### config.mk
export PLATFORM = sky130hd
export DESIGN_NAME = mips_multicycle_core
export DESIGN_NICKNAME = d
export VERILOG_FILES = /design/src/rtl/mips_multicycle_core.sv
export SDC_FILE = /design/constraint.sdc
export NUM_CORES = 2
export LEC_CHECK = 0
export ABC_CLOCK_PERIOD_IN_PS = 4420
export CORE_MARGIN = 8
export CORE_UTILIZATION = 35
export DETAILED_ROUTE_END_ITERATION = 8
export GPL_TIMING_DRIVEN = 0
export PLACE_DENSITY = 0.64
export SYNTH_ARGS = -nofsm -noshare
export SYNTH_HDL_FRONTEND = slang
export SYNTH_SLANG_ARGS = --single-unit
### constraint.sdc
create_clock -name clk -period 4.42 [get_ports clk]
set_input_delay 0.884 -clock clk [delete_from_list [all_inputs] [get_ports clk]]
set_output_delay 0.884 -clock clk [all_outputs]
set_load 0.005 [all_outputs]
### src/rtl/mips_multicycle_core.sv
`default_nettype none
// ============================================================================
// mips_multicycle_core : multi-cycle MIPS core with one shared req/ready port
// Optional macro MIPS_ILLEGAL_TRAP_EN halts on unsupported encodings. Rev 1.0
// ============================================================================
module mips_multicycle_core #(
   parameter logic [31:0] RESET_PC   = 32'h0000_0000,
   parameter int          WAIT_LIMIT = 16,
   parameter int          CNT_W      = 5
) (
   input  logic        clk,
   input  logic        reset,
   output logic        mem_req,
   output logic        mem_we,
   output logic [31:0] mem_addr,
   output logic [31:0] mem_wdata,
   input  logic [31:0] mem_rdata,
   input  logic        mem_ready,
   output logic [31:0] pc_out,
   output logic        retire,
   output logic        halted,
   output logic        timeout
);
   typedef enum logic [2:0] {
      S_FETCH  = 3'd0,
      S_DECODE = 3'd1,
      S_EXEC   = 3'd2,
      S_MEM    = 3'd3,
      S_WB     = 3'd4,
      S_HALT   = 3'd5
   } state_t;

   localparam logic [5:0] C_OP_RTYPE = 6'h00, C_OP_J    = 6'h02, C_OP_JAL  = 6'h03;
   localparam logic [5:0] C_OP_BEQ   = 6'h04, C_OP_BNE  = 6'h05, C_OP_ADDI = 6'h08;
   localparam logic [5:0] C_OP_SLTI  = 6'h0A, C_OP_ANDI = 6'h0C, C_OP_ORI  = 6'h0D;
   localparam logic [5:0] C_OP_LW    = 6'h23, C_OP_SW   = 6'h2B;
   localparam logic [5:0] C_F_SLL = 6'h00, C_F_SRL = 6'h02, C_F_JR  = 6'h08, C_F_BRK = 6'h0D;
   localparam logic [5:0] C_F_ADD = 6'h20, C_F_SUB = 6'h22, C_F_AND = 6'h24, C_F_OR  = 6'h25;
   localparam logic [5:0] C_F_SLT = 6'h2A;
   localparam logic [CNT_W-1:0] C_LIMIT_M1 = CNT_W'((WAIT_LIMIT == 0) ? 0 : WAIT_LIMIT - 1);

   state_t            state_q, state_d;
   logic [31:0]       pc_q, pc_d, ir_q, ir_d, a_q, a_d, b_q, b_d;
   logic [31:0]       imm_q, imm_d, target_q, target_d, alu_q, alu_d, mdr_q, mdr_d;
   logic [CNT_W-1:0]  cnt_q, cnt_d;
   logic              timeout_q, timeout_d, go_q, go_d;
   logic [31:0]       rf_q [32];
   logic              rf_we;
   logic [4:0]        rf_wa;
   logic [31:0]       rf_wd;

   logic [5:0]  opcode, funct;
   logic [4:0]  rs, rt, rd, shamt;
   logic [31:0] sext_imm, rs_val, rt_val, b_op, alu_res;
   logic        is_r, op_add, op_sub, op_and, op_or, op_slt, op_sll, op_srl, op_jr, op_brk;
   logic        op_addi, op_andi, op_ori, op_slti, op_lw, op_sw, op_beq, op_bne, op_j, op_jal;
   logic        legal;

   assign opcode   = ir_q[31:26];
   assign rs       = ir_q[25:21];
   assign rt       = ir_q[20:16];
   assign rd       = ir_q[15:11];
   assign shamt    = ir_q[10:6];
   assign funct    = ir_q[5:0];
   assign sext_imm = {{16{ir_q[15]}}, ir_q[15:0]};
   assign rs_val   = rf_q[rs];
   assign rt_val   = rf_q[rt];

   always_comb begin
      is_r    = (opcode == C_OP_RTYPE);
      op_add  = is_r && (funct == C_F_ADD);
      op_sub  = is_r && (funct == C_F_SUB);
      op_and  = is_r && (funct == C_F_AND);
      op_or   = is_r && (funct == C_F_OR);
      op_slt  = is_r && (funct == C_F_SLT);
      op_sll  = is_r && (funct == C_F_SLL);
      op_srl  = is_r && (funct == C_F_SRL);
      op_jr   = is_r && (funct == C_F_JR);
      op_brk  = is_r && (funct == C_F_BRK);
      op_addi = (opcode == C_OP_ADDI);
      op_andi = (opcode == C_OP_ANDI);
      op_ori  = (opcode == C_OP_ORI);
      op_slti = (opcode == C_OP_SLTI);
      op_lw   = (opcode == C_OP_LW);
      op_sw   = (opcode == C_OP_SW);
      op_beq  = (opcode == C_OP_BEQ);
      op_bne  = (opcode == C_OP_BNE);
      op_j    = (opcode == C_OP_J);
      op_jal  = (opcode == C_OP_JAL);
      legal   = op_add | op_sub | op_and | op_or | op_slt | op_sll | op_srl | op_jr | op_brk |
                op_addi | op_andi | op_ori | op_slti | op_lw | op_sw | op_beq | op_bne |
                op_j | op_jal;
   end

   // andi/ori take the zero-extended immediate; shifts operate on rt.
   always_comb begin
      b_op = imm_q;
      if (is_r) begin
         b_op = b_q;
      end else if (op_andi || op_ori) begin
         b_op = {16'h0000, ir_q[15:0]};
      end
      alu_res = a_q + b_op;
      if (op_sub) begin
         alu_res = a_q - b_op;
      end else if (op_and || op_andi) begin
         alu_res = a_q & b_op;
      end else if (op_or || op_ori) begin
         alu_res = a_q | b_op;
      end else if (op_slt || op_slti) begin
         alu_res = {31'b0, $signed(a_q) < $signed(b_op)};
      end else if (op_sll) begin
         alu_res = b_q << shamt;
      end else if (op_srl) begin
         alu_res = b_q >> shamt;
      end
   end

   always_comb begin
      state_d   = state_q;
      pc_d      = pc_q;
      ir_d      = ir_q;
      a_d       = a_q;
      b_d       = b_q;
      imm_d     = imm_q;
      target_d  = target_q;
      alu_d     = alu_q;
      mdr_d     = mdr_q;
      cnt_d     = cnt_q;
      timeout_d = timeout_q;
      go_d      = 1'b1;
      mem_req   = 1'b0;
      mem_we    = 1'b0;
      mem_addr  = 32'h0;
      mem_wdata = 32'h0;
      retire    = 1'b0;
      rf_we     = 1'b0;
      rf_wa     = 5'd0;
      rf_wd     = 32'h0;

      case (state_q)
         S_FETCH: begin
            // go_q keeps the port idle for the cycle right after reset
            if (go_q) begin
               mem_req  = 1'b1;
               mem_addr = {pc_q[31:2], 2'b00};
               if (mem_ready) begin
                  ir_d    = mem_rdata;
                  pc_d    = pc_q + 32'd4;
                  state_d = S_DECODE;
               end
            end
         end
         S_DECODE: begin
            a_d      = rs_val;
            b_d      = rt_val;
            imm_d    = sext_imm;
            target_d = pc_q + {sext_imm[29:0], 2'b00};
            if (op_j || op_jal) begin
               pc_d    = {pc_q[31:28], ir_q[25:0], 2'b00};
               rf_we   = op_jal;
               rf_wa   = 5'd31;
               rf_wd   = pc_q;
               retire  = 1'b1;
               state_d = S_FETCH;
            end else if (op_jr) begin
               pc_d    = rs_val;
               retire  = 1'b1;
               state_d = S_FETCH;
            end else if (op_brk) begin
               state_d = S_HALT;
            end else if (!legal) begin
`ifdef MIPS_ILLEGAL_TRAP_EN
               state_d = S_HALT;
`else
               retire  = 1'b1;
               state_d = S_FETCH;
`endif
            end else begin
               state_d = S_EXEC;
            end
         end
         S_EXEC: begin
            alu_d = alu_res;
            if (op_beq || op_bne) begin
               if ((a_q == b_q) == op_beq) begin
                  pc_d = target_q;
               end
               retire  = 1'b1;
               state_d = S_FETCH;
            end else if (op_lw || op_sw) begin
               state_d = S_MEM;
            end else begin
               state_d = S_WB;
            end
         end
         S_MEM: begin
            mem_req   = 1'b1;
            mem_we    = op_sw;
            mem_addr  = {alu_q[31:2], 2'b00};
            mem_wdata = op_sw ? b_q : 32'h0;
            if (mem_ready) begin
               if (op_lw) begin
                  mdr_d   = mem_rdata;
                  state_d = S_WB;
               end else begin
                  retire  = 1'b1;
                  state_d = S_FETCH;
               end
            end
         end
         S_WB: begin
            rf_we   = 1'b1;
            rf_wa   = is_r ? rd : rt;
            rf_wd   = op_lw ? mdr_q : alu_q;
            retire  = 1'b1;
            state_d = S_FETCH;
         end
         default: begin
            state_d = S_HALT;
         end
      endcase

      // Watchdog overrides whatever the access state decided.
      if (mem_req) begin
         if (mem_ready) begin
            cnt_d = '0;
         end else if ((WAIT_LIMIT != 0) && (cnt_q == C_LIMIT_M1)) begin
            cnt_d     = '0;
            timeout_d = 1'b1;
            state_d   = S_HALT;
         end else begin
            cnt_d = cnt_q + 1'b1;
         end
      end
   end

   always_ff @(posedge clk) begin
      if (reset) begin
         state_q   <= S_FETCH;
         pc_q      <= RESET_PC;
         ir_q      <= '0;
         a_q       <= '0;
         b_q       <= '0;
         imm_q     <= '0;
         target_q  <= '0;
         alu_q     <= '0;
         mdr_q     <= '0;
         cnt_q     <= '0;
         timeout_q <= 1'b0;
         go_q      <= 1'b0;
      end else begin
         state_q   <= state_d;
         pc_q      <= pc_d;
         ir_q      <= ir_d;
         a_q       <= a_d;
         b_q       <= b_d;
         imm_q     <= imm_d;
         target_q  <= target_d;
         alu_q     <= alu_d;
         mdr_q     <= mdr_d;
         cnt_q     <= cnt_d;
         timeout_q <= timeout_d;
         go_q      <= go_d;
      end
   end

   always_ff @(posedge clk) begin
      if (reset) begin
         for (int i = 0; i < 32; i++) begin
            rf_q[i] <= '0;
         end
      end else if (rf_we && (rf_wa != 5'd0)) begin
         rf_q[rf_wa] <= rf_wd;
      end
   end

   assign pc_out  = pc_q;
   assign halted  = (state_q == S_HALT);
   assign timeout = timeout_q;

endmodule
`default_nettype wire

Word-level counts from Yosys, hierarchy flattened. Memories as Yosys holds them, arrays and structs flattened. A register that Yosys moved wholly into a read port is not among the register bits. Cells that the tools add are included.

Bits in latches: 0. Output and inout bits: 101. Memories kept: 1. Memory bits (read-only): 0. Memory bits (writable): 1024. Bits in registers: 218.

Memory list: rf_q (words 32, bits a word 32, rd ports 2, clocked after Yosys merged registers in 2, write ports 32, line 47) `logic [31:0] rf_q [32];`.

Mux-type cells: 65. Shifts and indexed selects: 2. Eq/ne operators: 33. Div/mod/pow operators: 0. $add $sub $neg: 5. Reductions and logical operators: 28. $lt $le $gt $ge: 1. Multipliers: 0. Bitwise operators: 21.

Operator list (number): $mux W32 (20); $pmux W32 S2 (2); $pmux W32 S3 (1); $add A32 B32 Y32 (2); $eq A6 B6 Y1 const B (7); $eq A6 B4 Y1 const B (6); $mux W3 (12); $mux W5 (7); $add A32 B3 Y32 const B (1); $and A32 B32 Y32 (1); $eq A32 B32 Y1 (1); $lt A32 B32 Y1 (1); $or A32 B32 Y32 (1); $reduce_or A32 Y1 (1); $shl A32 B5 Y32 (1); $shr A32 B5 Y32 (1); $sub A32 B32 Y32 (1); $eq A6 B2 Y1 const B (3); $or A1 B1 Y1 (18); $mux W1 (17); $pmux W3 S5 (1); $eq A6 B3 Y1 const B (2); $logic_not A6 Y1 (2); $ne A2 B2 Y1 const B (6); 20 further kinds (40).

Longest topological paths before layout.
Word-level depth: 28. Mapped depth: 21. Gate-level depth less buffers: 17.

Least setup slack after synthesis. No wires, ideal clock.

Path kind: register -> register. Start point: register ir_q[30]. End point: register alu_q[25]. Slack: 120 ps. Required time: 4350 ps. Data arrival time: 4230 ps. Clock period less this slack: 4300 ps. Setup time: 70 ps. Cell stages (with the launch flop): 21. Cells stage by stage: dfxtp_1 > clkbuf_1 > nor2_1 > nand3_1 > buf_2 > clkbuf_1 > buf_1 > a21oi_1 > inv_1 > ha_1 > buf_6 > a21o_1 > a31oi_4 > a32oi_2 > a221o_1 > a311oi_2 > o21bai_1 > xnor2_1 > a211oi_1 > or4_1 > a21oi_1.

Cells in the longest elaborated chain, start to end: 11. Elaborated cells on any way between the ends: 26.

Ends and longest elaborated chain: start: declaration (line 43) `logic [31:0] pc_q, pc_d, ir_q, ir_d, a_q, a_d, b_q, b_d;`; start signal: assignment (line 255) `ir_q <= ir_d;`; $eq A6 B4 Y1 (on tied branches) (line 81, 82); $logic_or A1 B1 Y1 (line 100) `end else if (op_andi || op_ori) begin`; $mux W32 (line 100); $mux W32 (line 98) `if (is_r) begin`; $add A32 B32 Y32 (line 103) `alu_res = a_q + b_op;`; $mux W32 (line 114) `end else if (op_srl) begin`; $mux W32 (line 112) `end else if (op_sll) begin`; $mux W32 (line 110) `end else if (op_slt || op_slti) begin`; $mux W32 (line 108) `end else if (op_or || op_ori) begin`; $mux W32 (line 106) `end else if (op_and || op_andi) begin`; $mux W32 * (line 104) `if (op_sub) begin`; end signal: assignment (line 260) `alu_q <= alu_d;`; end: declaration (line 44) `logic [31:0] imm_q, imm_d, target_q, target_d, alu_q, alu_d, mdr_q, mdr_d;`.

Mark *: on every way between the ends. The rest lies on a longest branch, timed or not. A chain may end at the register's enable or synchronous reset.

==> results.ini <==
[run_status]
status=finished, violations left
violations=capacitance limit, slew limit, setup timing

[synth]
yosysTopAreaCellShare=0.420
synthesis.area_um2=73300
synth-warning-count=0
synth_edf_count=1024
synthDistinctLibCells=86
ys.flop_type=edfxtp_1
yosysSeqAreaShare=0.489
ys_ff_latch=1279
synth_area_leaders=edfxtp_1, mux4_2, dfxtp_1
async_flop_share=0
syn_area_per_cell_um2=11.9
yosys.area.top_type=edfxtp_1
ys_top_cells_by_count=nor2_1, edfxtp_1, mux4_2, clkbuf_1, nand2_1
syn_inst=6168
yosysMostFrequentCell=nor2_1

[global_route]
grt_pass1_vias=59200
grt_max_degree=33
gr-usage-all-layers=0.309
overflow=0
antenna_found_initial=17
grt_pass1_wl_mm=482

[drt]
num_vias=62400
vias_per_cell=6.58
drtIter0Drc=11800
routed_wirelength_mm=363
dr.pass1.iters=9
drcViolationCount=0
wl_per_cell_um=38.3
ant_nets=0

[timing]
hold_slack_ns=0.458
finalMaxSlewViolations=55
max_freq_ghz=0.214
fin_ws_ns=-0.249
rsz0062_at_grt=true
worstMarginPinSlew_ns=1.71
finalHoldViolations=0
fin_crit_ns=4.67
slew_headroom=-0.139
setup_violations=353
skew_ns=0.0585
min_period_over_period=1.06

[cts]
cts_max_path_buffers=3
cts_tree=yes
path_clk_slew_ns=0.06
cts-hold-fix-buffers=0
cts_root_buf=clkbuf_16
h-tree-depth=4
cts_buffers=139
clk_latency_ns=0.84
cts_sinks=1279

[critical_path]
crit_arrival_ns=5.11
crit_required_ns=4.86
crit_fanout=32
worst_setup_path_start_kind=flop
criticalPathCategory=flop to flop
end_kind=flop

[cells_and_area]
final_layout_size_suffix_gt1_frac=0.212
stdcell_count=9491
finalNetCount=6718
syn_to_final_growth_pct=17.1
n_fill_cell=19700

[pwr]
power.net_switching_mw=9.78
power_frac_seq=0.432
ir_worst_vdd_mv=0.419
p_sw_frac=0.307
power_density_nw_per_um2=371
p_int_mw=22.1
p_leak_nw=27.5
pwr-share-comb=0.195
p_clk_frac=0.373

[floorplanning]
initial_utilization=0.351
chipWidth_um=474
coreArea_um2=209000
die_h_um=474
dieArea_um2=224000
boundaryPins=136
rows=168

[worst_hold_path]
hold_class=flop to flop

[place]
port_buffers=132
pre_cts_slack_ns=-2.45
gp_congestion=1.02
dp_hpwl_mm=256
place_inst=9163

[run]
maxCapViolCount=7

## final cells by class
class                           count  area (µm²)  share of cell area
Tap cell                         2805        3510              0.0409
Inverter                          114         438             0.00511
Timing Repair Buffer              227        2520              0.0294
Clock buffer                      177        3710              0.0433
Antenna cell                       17        42.5            0.000496
Sequential cell                  1279       35900               0.418
Clock inverter                     80         777             0.00906
Buffer                            598        2740              0.0320
Multi-Input combinational cell   4194       36100               0.421
## layer usage
metal  global-route usage  share of wire  up-vias
met5                    0        0.00050        -
met4                0.214          0.093        6
met2                0.460           0.42     6026
met3                0.134           0.16     1511
li1                     -              -    23900
met1                0.360           0.33    31000
## cells in the final DEF, fill, tap and decap left out, drive strengths merged, types with 28 or more instances in the layout
master         count
a211oi           101
a21oi            381
a22o              30
a31oi             32
and2              42
buf              200
clkbuf           662
clkdlybuf4s50    132
clkinv            64
conb              34
dfxtp            255
edfxtp          1024
ha               127
inv              118
mux2i            134
mux4             696
nand2            486
nand3             49
nor2            1314
nor3              56
o21a              28
o21ai            161
xnor2             60
xor2              47
## repair_timing
| item | CTS | global route |
|---|---|---|
| pin swaps | 21 | 55 |
| hold endpoints to repair | 0 | 0 |
| setup endpoints to repair | 1143 | 605 |
| gates cloned | 3 | 7 |
| buffers inserted | 32 | 32 |
| resized for setup | 274 | 170 |
## cell families (layout without fill, tap and decap cells)
group           count (synthesis)  after routing  share of synthesized area
xor+xnor                      107            107                     0.0128
flops                        1279           1279                      0.489
compound gates                980            980                     0.0847
other cells                     1             51                  0.0000512
fa+ha+maj                     130            130                     0.0225
simple gates                 2094           2100                      0.117
mux                           843            843                      0.234
buf+inv                       734           1196                     0.0393
## final timing paths
path | startpoint | to | slack, ns | depth (start not counted)
worst max-delay path | ir_q[16]$_SDFFE_PP0P_ | rf_q[13][8]$_SDFFCE_PN0P_ | -0.25 | 7
worst min-delay path | imm_q[12]$_SDFFE_PP0P_ | imm_q[12]$_SDFFE_PP0P_ | 0.46 | 2
worst max register to register | ir_q[16]$_SDFFE_PP0P_ | rf_q[13][8]$_SDFFCE_PN0P_ | -0.25 | 7
worst min register to register | imm_q[12]$_SDFFE_PP0P_ | imm_q[12]$_SDFFE_PP0P_ | 0.46 | 2
## through the flow
stage	power (mW)	setup TNS, ns	area, µm²	utilization
final	31.8	-26.16	85800	0.411
after CTS	31.1	-0.00520	84700	0.406
after detailed placement	19.3	-966.75	78900	0.378
after global placement	19.2	-2300.57	78200	0.375
after floorplan	17.0	0	73400	-
after global routing	32.2	-4.43	85700	0.411
## worst max-delay path, cell delays in order (launching register included)
cell and delay [ns]:
dfxtp_1 0.31, clkbuf_1 0.54, buf_4 0.47, mux2i_1 0.24
nor4_4 0.70, nand2_1 0.60, clkbuf_1 0.69, nand2_8 0.68
## flip-flops by register name (all words and copies together) (netlist names), 3 cells and up, named ones only
name / flops
rf_q: 1024
a_q: 32
alu_q: 32
b_q: 32
ir_q: 32
mdr_q: 32
pc_out: 32
target_q: 32
imm_q: 16
cnt_q: 5
state_q: 3
## power groups by stage
stage                     clock network (mW)  logic [mW]  registers, mW
final                                   11.9        6.20           13.8
after global routing                    12.2        6.27           13.8
after CTS                               11.7        5.66           13.7
after detailed placement                   0        5.33           14.0
after global placement                     0        5.26           14.0
after floorplan                            0        3.15           13.8
No activity file was read; power rests on OpenSTA's default activity.
